==> src/rtl/mips_cpu_pkg.sv <==
// Shared types and constants for the MIPS CPU fetch stage.
package mips_cpu_pkg;

    // Fetch-stage sequencing: normal issue, executing a delay slot, stopped.
    typedef enum logic [1:0] {
        RUN    = 2'd0,
        DELAY  = 2'd1,
        HALTED = 2'd2
    } fetch_state_t;

    localparam logic [31:0] RESET_VECTOR_DEFAULT = 32'hBFC0_0000;
    localparam logic [31:0] HALT_ADDR_DEFAULT    = 32'h0000_0000;

endpackage

==> src/rtl/pc_target_calc.sv <==
// Combinational control-transfer target selection for the fetch stage.
// Priority: register jump (JR/JALR) > J/JAL > conditional branch.
module pc_target_calc (
    input  logic [31:0] pc,
    input  logic [31:0] instr_readdata,
    input  logic [31:0] rs_data,
    input  logic        jump1,
    input  logic        jump,
    input  logic        pcsrc,
    output logic [31:0] target,
    output logic        redirect
);

    logic [31:0] pc_plus4;
    logic [31:0] br_off;
    logic [31:0] br_tgt;
    logic [31:0] j_tgt;
    logic [31:0] r_tgt;
    logic        unused_bits;

    assign pc_plus4 = pc + 32'd4;
    // Word offset, sign-extended and scaled to bytes.
    assign br_off   = {{14{instr_readdata[15]}}, instr_readdata[15:0], 2'b00};
    assign br_tgt   = pc_plus4 + br_off;
    // J-type keeps the 256 MB region of the delay-slot address.
    assign j_tgt    = {pc_plus4[31:28], instr_readdata[25:0], 2'b00};
    // Register targets are forced word-aligned.
    assign r_tgt    = {rs_data[31:2], 2'b00};

    // Opcode field and low rs bits play no part in target formation.
    assign unused_bits = ^{instr_readdata[31:26], rs_data[1:0]};

    // Select the highest-priority active control transfer.
    always_comb begin
        target   = 32'd0;
        redirect = 1'b0;
        if (jump1) begin
            target   = r_tgt;
            redirect = 1'b1;
        end else if (jump) begin
            target   = j_tgt;
            redirect = 1'b1;
        end else if (pcsrc) begin
            target   = br_tgt;
            redirect = 1'b1;
        end
    end

endmodule

==> src/rtl/mips_cpu_fetch.sv <==
// Instruction fetch / PC stage: owns the PC, applies control transfers with a
// one-instruction delay slot, and halts when a transfer targets HALT_ADDR.
module mips_cpu_fetch
    import mips_cpu_pkg::*;
#(
    parameter logic [31:0] RESET_VECTOR = RESET_VECTOR_DEFAULT,
    parameter logic [31:0] HALT_ADDR    = HALT_ADDR_DEFAULT
) (
    input  logic         clk,
    input  logic         reset,
    input  logic         clk_enable,
    input  logic [31:0]  instr_readdata,
    input  logic         pcsrc,
    input  logic         jump,
    input  logic         jump1,
    input  logic [31:0]  rs_data,
    output logic [31:0]  instr_address,
    output logic [5:0]   op,
    output logic [5:0]   funct,
    output logic [4:0]   dest,
    output logic [31:0]  pc_link,
    output logic         in_delay_slot,
    output logic         active,
    output fetch_state_t state_dbg
);

    fetch_state_t st_q, st_d;
    logic [31:0]  pc_q, pc_d;
    logic [31:0]  target_q, target_d;
    logic [31:0]  calc_target;
    logic         calc_redirect;

    pc_target_calc u_target (
        .pc             (pc_q),
        .instr_readdata (instr_readdata),
        .rs_data        (rs_data),
        .jump1          (jump1),
        .jump           (jump),
        .pcsrc          (pcsrc),
        .target         (calc_target),
        .redirect       (calc_redirect)
    );

    // Next-state logic; everything holds while clk_enable is low.
    always_comb begin
        st_d     = st_q;
        pc_d     = pc_q;
        target_d = target_q;
        if (clk_enable) begin
            case (st_q)
                RUN: begin
                    pc_d = pc_q + 32'd4;
                    if (calc_redirect) begin
                        target_d = calc_target;
                        st_d     = DELAY;
                    end
                end
                DELAY: begin
                    // Controls from the delay-slot instruction are ignored.
                    pc_d = target_q;
                    st_d = (target_q == HALT_ADDR) ? HALTED : RUN;
                end
                HALTED: begin
                    pc_d = HALT_ADDR;
                end
                default: begin
                    st_d = RUN;
                end
            endcase
        end
    end

    // State, PC and pending-target registers with synchronous reset.
    always_ff @(posedge clk) begin
        if (reset) begin
            st_q     <= RUN;
            pc_q     <= RESET_VECTOR;
            target_q <= 32'd0;
        end else begin
            st_q     <= st_d;
            pc_q     <= pc_d;
            target_q <= target_d;
        end
    end

    assign instr_address = pc_q;
    assign pc_link       = pc_q + 32'd8;
    assign op            = instr_readdata[31:26];
    assign funct         = instr_readdata[5:0];
    assign dest          = instr_readdata[20:16];
    assign in_delay_slot = (st_q == DELAY);
    assign active        = (st_q != HALTED);
    assign state_dbg     = st_q;

endmodule

==> config.mk <==
export PLATFORM = sky130hd
export DESIGN_NAME = mips_cpu_fetch
export DESIGN_NICKNAME = d
export VERILOG_FILES = /design/src/rtl/mips_cpu_pkg.sv /design/src/rtl/pc_target_calc.sv /design/src/rtl/mips_cpu_fetch.sv
export SDC_FILE = /design/constraint.sdc
export NUM_CORES = 1
export LEC_CHECK = 0
export ABC_CLOCK_PERIOD_IN_PS = 10200
export CAP_MARGIN = 40
export CORE_ASPECT_RATIO = 1.75
export CORE_MARGIN = 8
export CORE_UTILIZATION = 35
export CTS_CLUSTER_DIAMETER = 30
export DETAILED_ROUTE_END_ITERATION = 7
export PLACE_DENSITY_LB_ADDON = 0.15
export SYNTH_ARGS = -nofsm -noshare
export SYNTH_HDL_FRONTEND = slang
export SYNTH_SLANG_ARGS = --single-unit
==> constraint.sdc <==
create_clock -name clk -period 10.2 [get_ports clk]
set_input_delay 2.04 -clock clk [delete_from_list [all_inputs] [get_ports clk]]
set_output_delay 2.04 -clock clk [all_outputs]
set_load 0.1 [all_outputs]
# Word-level counts from Yosys, hierarchy flattened

Cells that the tools add are included.

Bits in registers: 66
Latch bits: 0
Bits in writable memories: 0
Memory bits (read-only): 0
Bits of input ports: 70
Output and inout bits: 85
Word-level logic and storage cells: 27
Memories kept: 0

Add/subtract/negate cells: 3
$mul: 0
Div/mod/pow operators: 0
Magnitude comparators: 0
Equal/unequal tests: 4
Shift operators: 0
Mux-type cells: 10
Bitwise logic cells: 1
Reduce and logical (&&, ||, !) cells: 6

Operators by type and width:

| kind                  | number |
|---|---|
| $mux 32               | 3 |
| $pmux 32 s3           | 1 |
| $add 32x3->32 const B | 1 |
| $add 32x32->32        | 1 |
| $add 32x4->32 const B | 1 |
| $logic_not 32->1      | 1 |
| $pmux 2 s3            | 1 |
| $reduce_and 3->1      | 2 |
| $mux 2                | 2 |
| $ne 2x2->1 const B    | 2 |
| $mux 1                | 3 |
| $reduce_bool 3->1     | 1 |
| $eq 2x1->1 const B    | 1 |
| $eq 2x2->1 const B    | 1 |
| $logic_not 2->1       | 1 |
| $reduce_and 2->1      | 1 |
| $not 1->1             | 1 |

# Depth between registers and ports, before layout

Gate-level depths: netlist of the first run.

Word-level depth: 5
Depth in mapped cells: 19

# Modules after synthesis

Synthesis of the first run repeated with hierarchy kept, for this count alone.

Cell total of the unflattened synthesis: 942
Area total of the unflattened synthesis: 6,682.7 µm²

Modules (own cells, without submodules):

| module         | times used | cells each | area an instance (µm²) |
|---|---|---|---|
| mips_cpu_fetch | 1          | 531        | 3,943.8 |
| pc_target_calc | 1          | 411        | 2,738.9 |

# Worst setup path after synthesis of the first run

No wires, ideal clock.

Kind: register -> output
Start point: register pc_q[3], in the netlist instr_address[3]
End point: output pc_link[22]
Arrival: 4.362 ns
Required time: 8.160 ns
Path slack: 3.798 ns
Cell stages (with the launch flop): 8
Buffers on the path: 0
Cells stage by stage: dfxtp_1 inv_1 nor3_1 and3_1 nand3_1 nor2_1 nand2_1 xnor2_1

Longest elaborated chain between the ends: 1

Ends and longest elaborated chain:

| item                   | RTL line             | RTL |
|---|---|---|
| start, declared        | mips_cpu_fetch.sv:28 | `logic [31:0] pc_q, pc_d;` |
| start signal, assigned | mips_cpu_fetch.sv:81 | `pc_q <= pc_d;` |
| $add 32x4->32          | mips_cpu_fetch.sv:87 | `assign pc_link = pc_q + 32'd8;` |
| end, declared          | mips_cpu_fetch.sv:21 | `output logic [31:0] pc_link,` |

Every way passes these cells.

# Worst setup path after layout of the first run

Start point: register pc_q[4], in the netlist instr_address[4]
End point: output pc_link[23]

The elaborated chain is that of the path after synthesis.

==> flow_summary.json, run 1 <==
{
  "status": "complete, no violations",
  "clockRootBuffer": "clkbuf_16",
  "ys_seq_elements": 66,
  "register_area_um2": 1320,
  "reg2reg_slack_ns": 5.17,
  "synth_nets": 975,
  "setup_ws_ns": 4.66,
  "syn_avg_cell_area_um2": 7.32,
  "io-pin-count": 155,
  "hp-start": "target_q[22]$_SDFFE_PP0P_",
  "die_width_um": 118,
  "path_clk_slew_ns": 0.06,
  "fillers": 1746,
  "async_reset_ff_frac": 0,
  "r2r_cells": 17,
  "crit_path_end": "pc_link[23]",
  "fin_skew_ns": 0.00898,
  "rr_endpoint": "target_q[30]$_SDFFE_PP0P_",
  "ant_nets": 0,
  "finalPower_w": 0.000988,
  "start_kind": "flip-flop",
  "r2r-start": "instr_address[5]$_SDFFE_PP0P_",
  "startpoint": "instr_address[4]$_SDFFE_PP0P_",
  "fp.dieH_um": 194,
  "cap_violations": 0,
  "p_leak_nw": 3.67,
  "grt_use_total": 0.210,
  "clock.fmax_mhz": 180,
  "setup_violations": 0,
  "avgViaCountPerCell": 5.62,
  "ys_types": 74,
  "fp-row-count": 65,
  "grt_pass1_vias": 7085,
  "clock_latency_ns": 0.33,
  "ys.flop_type": "dfxtp_1",
  "ys_warn_count": 0,
  "antennaDiodeCount": 0,
  "port_buffers": 140,
  "antenna_found_initial": 1,
  "powerDensity_nw_per_um2": 107,
  "syn_to_final_growth_pct": 45.5,
  "path_class": "flip-flop to output port",
  "dpl.hpwl_um": 19600,
  "irDropWorstVdd_mv": 0.0819,
  "htree_levels": 3,
  "layout-drive-gt1-share": 0.122,
  "final_cell_mix": "clkdlybuf4s50_1, nand2_1, a21oi_1",
  "synth_area_um2": 6330,
  "die_area_um2": 22800,
  "worstPathMaxFanout": 8,
  "hold_buffers": 0,
  "tightestPinTransition_ns": 0.841,
  "grt_pass1_wl_um": 38800,
  "wl_per_cell_um": 19.7,
  "multi_input_area_um2": 4470,
  "cp.required_ns": 8.16,
  "arrival_ns": 3.50,
  "slowest_delay_ns": 0.53,
  "synth-edff-count": 0,
  "syn_inst": 865,
  "timing.final.crit_share": 0.543,
  "clock_sinks": 66,
  "drt_iter0_drc": 433,
  "gp_congestion": 0.907,
  "cts_buffers": 9,
  "drc": 0,
  "layout_commonest_cell": "clkdlybuf4s50_1",
  "cts_resized": 0,
  "drv_slew": 0,
  "firstDrtPassIters": 5,
  "relSlewSlack": 0.438,
  "final.min_clock_period_ns": 5.54,
  "grt_start_max_net_pins": 61,
  "cts_setup_buffers": 0,
  "cts_tree": "yes",
  "vias": 7074,
  "initial_core_util": 0.354,
  "crit_chain": "ha_1, nand2_1, nor2_2, nand3_1, nor4_2, nor3b_2, xor2_1, clkdlybuf4s50_1, buf_8",
  "crit_slowest_cell": "clkdlybuf4s50_1",
  "finalSetupTns_ns": 0,
  "core_um2": 17900,
  "hold_viol_final": 0,
  "wl_um": 24700,
  "hold_path.class": "flip-flop to flip-flop",
  "clockBufferDepth": 2,
  "nets": 1131,
  "end_kind": "output port",
  "ys_seq_area_frac": 0.209,
  "grt_setup_unrepaired": "no",
  "gr-total-overflow": 0,
  "place_ws_ns": 4.54
}
critical path, delay by kind of cell (launching register included):
family	cells	cell delay, ns
XOR/XNOR	1	0.17
adder cells (fa/ha/maj)	1	0.32
buffers and inverters	2	0.73
flip-flops	1	0.50
AND/OR/NAND/NOR	5	1.45
synth_stat cells, types with 7 or more instances:
master,number,area (µm²)
a21o_1,20,150
o211ai_1,24,180
dfxtp_1,66,1320
nand2_1,87,327
and3_1,18,113
nand4_1,20,125
nand3_1,35,175
ha_1,39,488
a211oi_1,12,90.1
buf_4,22,165
inv_1,26,97.6
clkbuf_1,54,203
xor2_1,32,280
a21oi_1,82,410
o31ai_1,7,52.6
nor2b_1,9,56.3
nor2_1,70,263
a22oi_1,7,52.6
nor4_1,8,50.1
nor3_1,23,115
a221o_1,10,100
xnor2_1,46,403
a221oi_1,7,61.3
o21ai_0,40,200
cells by family (layout without fill, tap and decap cells):
| kind of cell | after synthesis | count (layout) | synth area share |
|---|---|---|---|
| mux | 1 | 1 | 0.00158 |
| compound gates | 265 | 265 | 0.285 |
| buf+inv | 113 | 273 | 0.0852 |
| fa+ha+maj | 40 | 40 | 0.0802 |
| xor+xnor | 78 | 78 | 0.108 |
| simple gates | 302 | 302 | 0.231 |
| flops | 66 | 66 | 0.209 |
final cells by class:
class,count,area share
Multi-Input combinational cell,686,0.486
Clock inverter,4,0.00217
Clock buffer,11,0.0253
Timing Repair Buffer,231,0.301
Tap cell,234,0.0318
Sequential cell,66,0.143
Inverter,27,0.0110
worst min-delay path by stage:
stage                                endpoint  slack [ns]  cells after the start
CTS                 target_q[22]$_SDFFE_PP0P_        0.47                      2
detailed placement  target_q[22]$_SDFFE_PP0P_        0.46                      2
floorplan            target_q[1]$_SDFFE_PP0P_        0.44                      2
global placement     target_q[1]$_SDFFE_PP0P_        0.46                      2
finish              target_q[22]$_SDFFE_PP0P_        0.47                      2
global route         target_q[1]$_SDFFE_PP0P_        0.50                      2
report_power, final:
group          switching (W)  total, W  internal (W)
Sequential         0.0000227  0.000297      0.000274
Combinational       0.000257  0.000420      0.000163
Clock               0.000110  0.000271      0.000161
metal layers:
layer  global-route usage  share of wire  up-vias
li1                     -              -     3457
met1                0.232           0.39     3361
met2                0.397           0.54      215
met3               0.0259          0.038       39
met4               0.0787          0.029        2
met5                    0        0.00048        -
stage by stage:
step           instance area (µm²)  cells   util  hold slack, ns
2_1_floorplan                 6330    865      -           0.441
3_3_place_gp                  7680   1165  0.429           0.460
3_5_place_dp                  8960   1244  0.501           0.464
4_1_cts                       9220   1259  0.515           0.471
5_1_grt                       9220   1259  0.515           0.503
6_report                      9220   1259  0.515           0.473
registers in the layout (all words and copies together), names as in the netlist:
name and count:
state_dbg 2, instr_address 32, target_q 32
No activity file was read; power rests on OpenSTA's default activity.
==> run 2: changes to the inputs <==
--- a/config.mk
+++ b/config.mk
@@ -5,7 +5,7 @@
 export SDC_FILE = /design/constraint.sdc
 export NUM_CORES = 1
 export LEC_CHECK = 0
-export ABC_CLOCK_PERIOD_IN_PS = 10200
+export ABC_CLOCK_PERIOD_IN_PS = 5520
 export CAP_MARGIN = 40
 export CORE_ASPECT_RATIO = 1.75
 export CORE_MARGIN = 8
==> constraint.sdc (replaced) <==
create_clock -name clk -period 5.52 [get_ports clk]
set_input_delay 1.104 -clock clk [delete_from_list [all_inputs] [get_ports clk]]
set_output_delay 1.104 -clock clk [all_outputs]
set_load 0.1 [all_outputs]
==> flow_summary.json, run 2 (synthesis gave the netlist of run 1 again) <==
{
  "port_buffers": 140,
  "grt_setup_unrepaired": "no",
  "place_ws_ns": 0.816,
  "fin_area_um2": 9030,
  "irDropWorstVdd_mv": 0.135,
  "final.min_clock_period_ns": 4.77,
  "antenna_found_initial": 0,
  "drv_slew": 0,
  "layout-drive-gt1-share": 0.127,
  "finalPower_w": 0.00187,
  "grt_pass1_vias": 7103,
  "clock_latency_ns": 0.34,
  "grt_start_max_net_pins": 41,
  "grt_pass1_wl_um": 39000,
  "clockBufferDepth": 2,
  "core_um2": 17900,
  "clock.fmax_mhz": 210,
  "clockRootBuffer": "clkbuf_16",
  "pwr-share-seq": 0.293,
  "clock_power_share": 0.302,
  "io-pin-count": 155,
  "switching_share": 0.386,
  "start_kind": "flip-flop",
  "timing.final.crit_share": 0.864,
  "wl_um": 24700,
  "gr-total-overflow": 0,
  "status": "complete, no violations",
  "cap_violations": 0,
  "dpl.hpwl_um": 20000,
  "drc": 0,
  "hold_path.class": "flip-flop to flip-flop",
  "avgViaCountPerCell": 5.54,
  "cp.required_ns": 5.72,
  "relSlewSlack": 0.416,
  "comb_power_share": 0.405,
  "antennaDiodeCount": 0,
  "powerDensity_nw_per_um2": 207,
  "fin_util": 0.504,
  "gp_congestion": 0.911,
  "nets": 1123,
  "cts_buffers": 9,
  "vias": 6928,
  "tightestPinTransition_ns": 0.876,
  "path_class": "flip-flop to flip-flop",
  "fp-row-count": 65,
  "wl_per_cell_um": 19.7,
  "cts_setup_buffers": 0,
  "syn_to_final_growth_pct": 42.5,
  "fin_skew_ns": 0.00703,
  "htree_levels": 3,
  "dpl-instance-area_um2": 8740,
  "firstDrtPassIters": 5,
  "final_cell_mix": "clkdlybuf4s50_1, nand2_1, a21oi_1",
  "hold_viol_final": 0,
  "cts_resized": 0,
  "hold_buffers": 0,
  "intPower_w": 0.00115,
  "ant_nets": 0,
  "netSwitchingPower_w": 0.000722,
  "die_area_um2": 22800,
  "die_width_um": 118,
  "fp.dieH_um": 194,
  "setup_ws_ns": 0.752,
  "end_kind": "flip-flop",
  "initial_core_util": 0.354,
  "clock_sinks": 66,
  "arrival_ns": 4.97,
  "grt_use_total": 0.212,
  "cts_tree": "yes",
  "p_leak_nw": 3.61,
  "path_clk_slew_ns": 0.05,
  "finalSetupTns_ns": 0,
  "setup_violations": 0,
  "drt_iter0_drc": 369,
  "layout_commonest_cell": "clkdlybuf4s50_1",
  "worstPathMaxFanout": 10
}
-- run 2: cell count changes in the layout (fill, tap and decap cells not counted) --
cell and change:
buf_16 -4, buf_4 +15, clkbuf_8 +1, buf_8 -7
clkdlybuf4s50_1 -12, clkinv_2 -2, bufinv_16 +1
-- run 2: path summary, 6_finish.rpt --
| check | start | end | slack [ns] | cells after the start |
|---|---|---|---|---|
| setup / recovery | instr_address[5]$_SDFFE_PP0P_ | target_q[30]$_SDFFE_PP0P_ | 0.75 | 17 |
| hold / removal | target_q[22]$_SDFFE_PP0P_ | target_q[22]$_SDFFE_PP0P_ | 0.47 | 2 |
| setup reg to reg | instr_address[5]$_SDFFE_PP0P_ | target_q[30]$_SDFFE_PP0P_ | 0.75 | 17 |
| hold reg to reg | target_q[22]$_SDFFE_PP0P_ | target_q[22]$_SDFFE_PP0P_ | 0.47 | 2 |
-- run 2: layout make-up --
| class | instances | area, µm² |
|---|---|---|
| flip-flops and latches | 66 | 1320 |
| inverters | 27 | 101 |
| well taps | 234 | 293 |
| clock buffers | 12 | 246 |
| multi-input cells | 686 | 4470 |
| repair buffers | 223 | 2550 |
| clock inverters | 3 | 40.0 |
| fillers | 1761 | 8870 |
-- run 2: critical path, cell delays in order, from the launching register on --
cell,delay (ns)
dfxtp_1,0.55
nand3_1,0.27
nor2_2,0.26
nand3_2,0.21
nor2_2,0.30
nand3_1,0.14
nor3_1,0.20
xor2_1,0.30
ha_1,0.37
nand3_1,0.21
nor3b_1,0.09
a2111oi_0,0.35
o21ai_0,0.15
o22ai_1,0.33
a21oi_1,0.18
a221oi_1,0.36
mux2i_1,0.26
o31ai_1,0.09
-- run 2: power by group through the flow --
stage               registers [W]  clock network, W  logic, W
global placement         0.000557                 0  0.000674
CTS                      0.000547          0.000574  0.000756
global route             0.000552          0.000592  0.000803
finish                   0.000548          0.000565  0.000758
floorplan                0.000618                 0  0.000445
detailed placement       0.000557                 0  0.000755
-- run 2: routing by layer --
| metal | wire length [µm] | vias up | part of all wire | track usage |
|---|---|---|---|---|
| met5 | 0 | - | 0 | 0 |
| met4 | 953 | 0 | 0.039 | 0.0973 |
| met3 | 777 | 46 | 0.031 | 0.0224 |
| met2 | 13300 | 197 | 0.54 | 0.402 |
| met1 | 9710 | 3249 | 0.39 | 0.227 |
| li1 | - | 3436 | - | - |
-- run 2: stage by stage --
stage                     instances  hold WS, ns
after global routing           1251        0.497
after CTS                      1251        0.475
final                          1251        0.473
after detailed placement       1236        0.466
after floorplan                 865        0.441
after global placement         1168        0.459
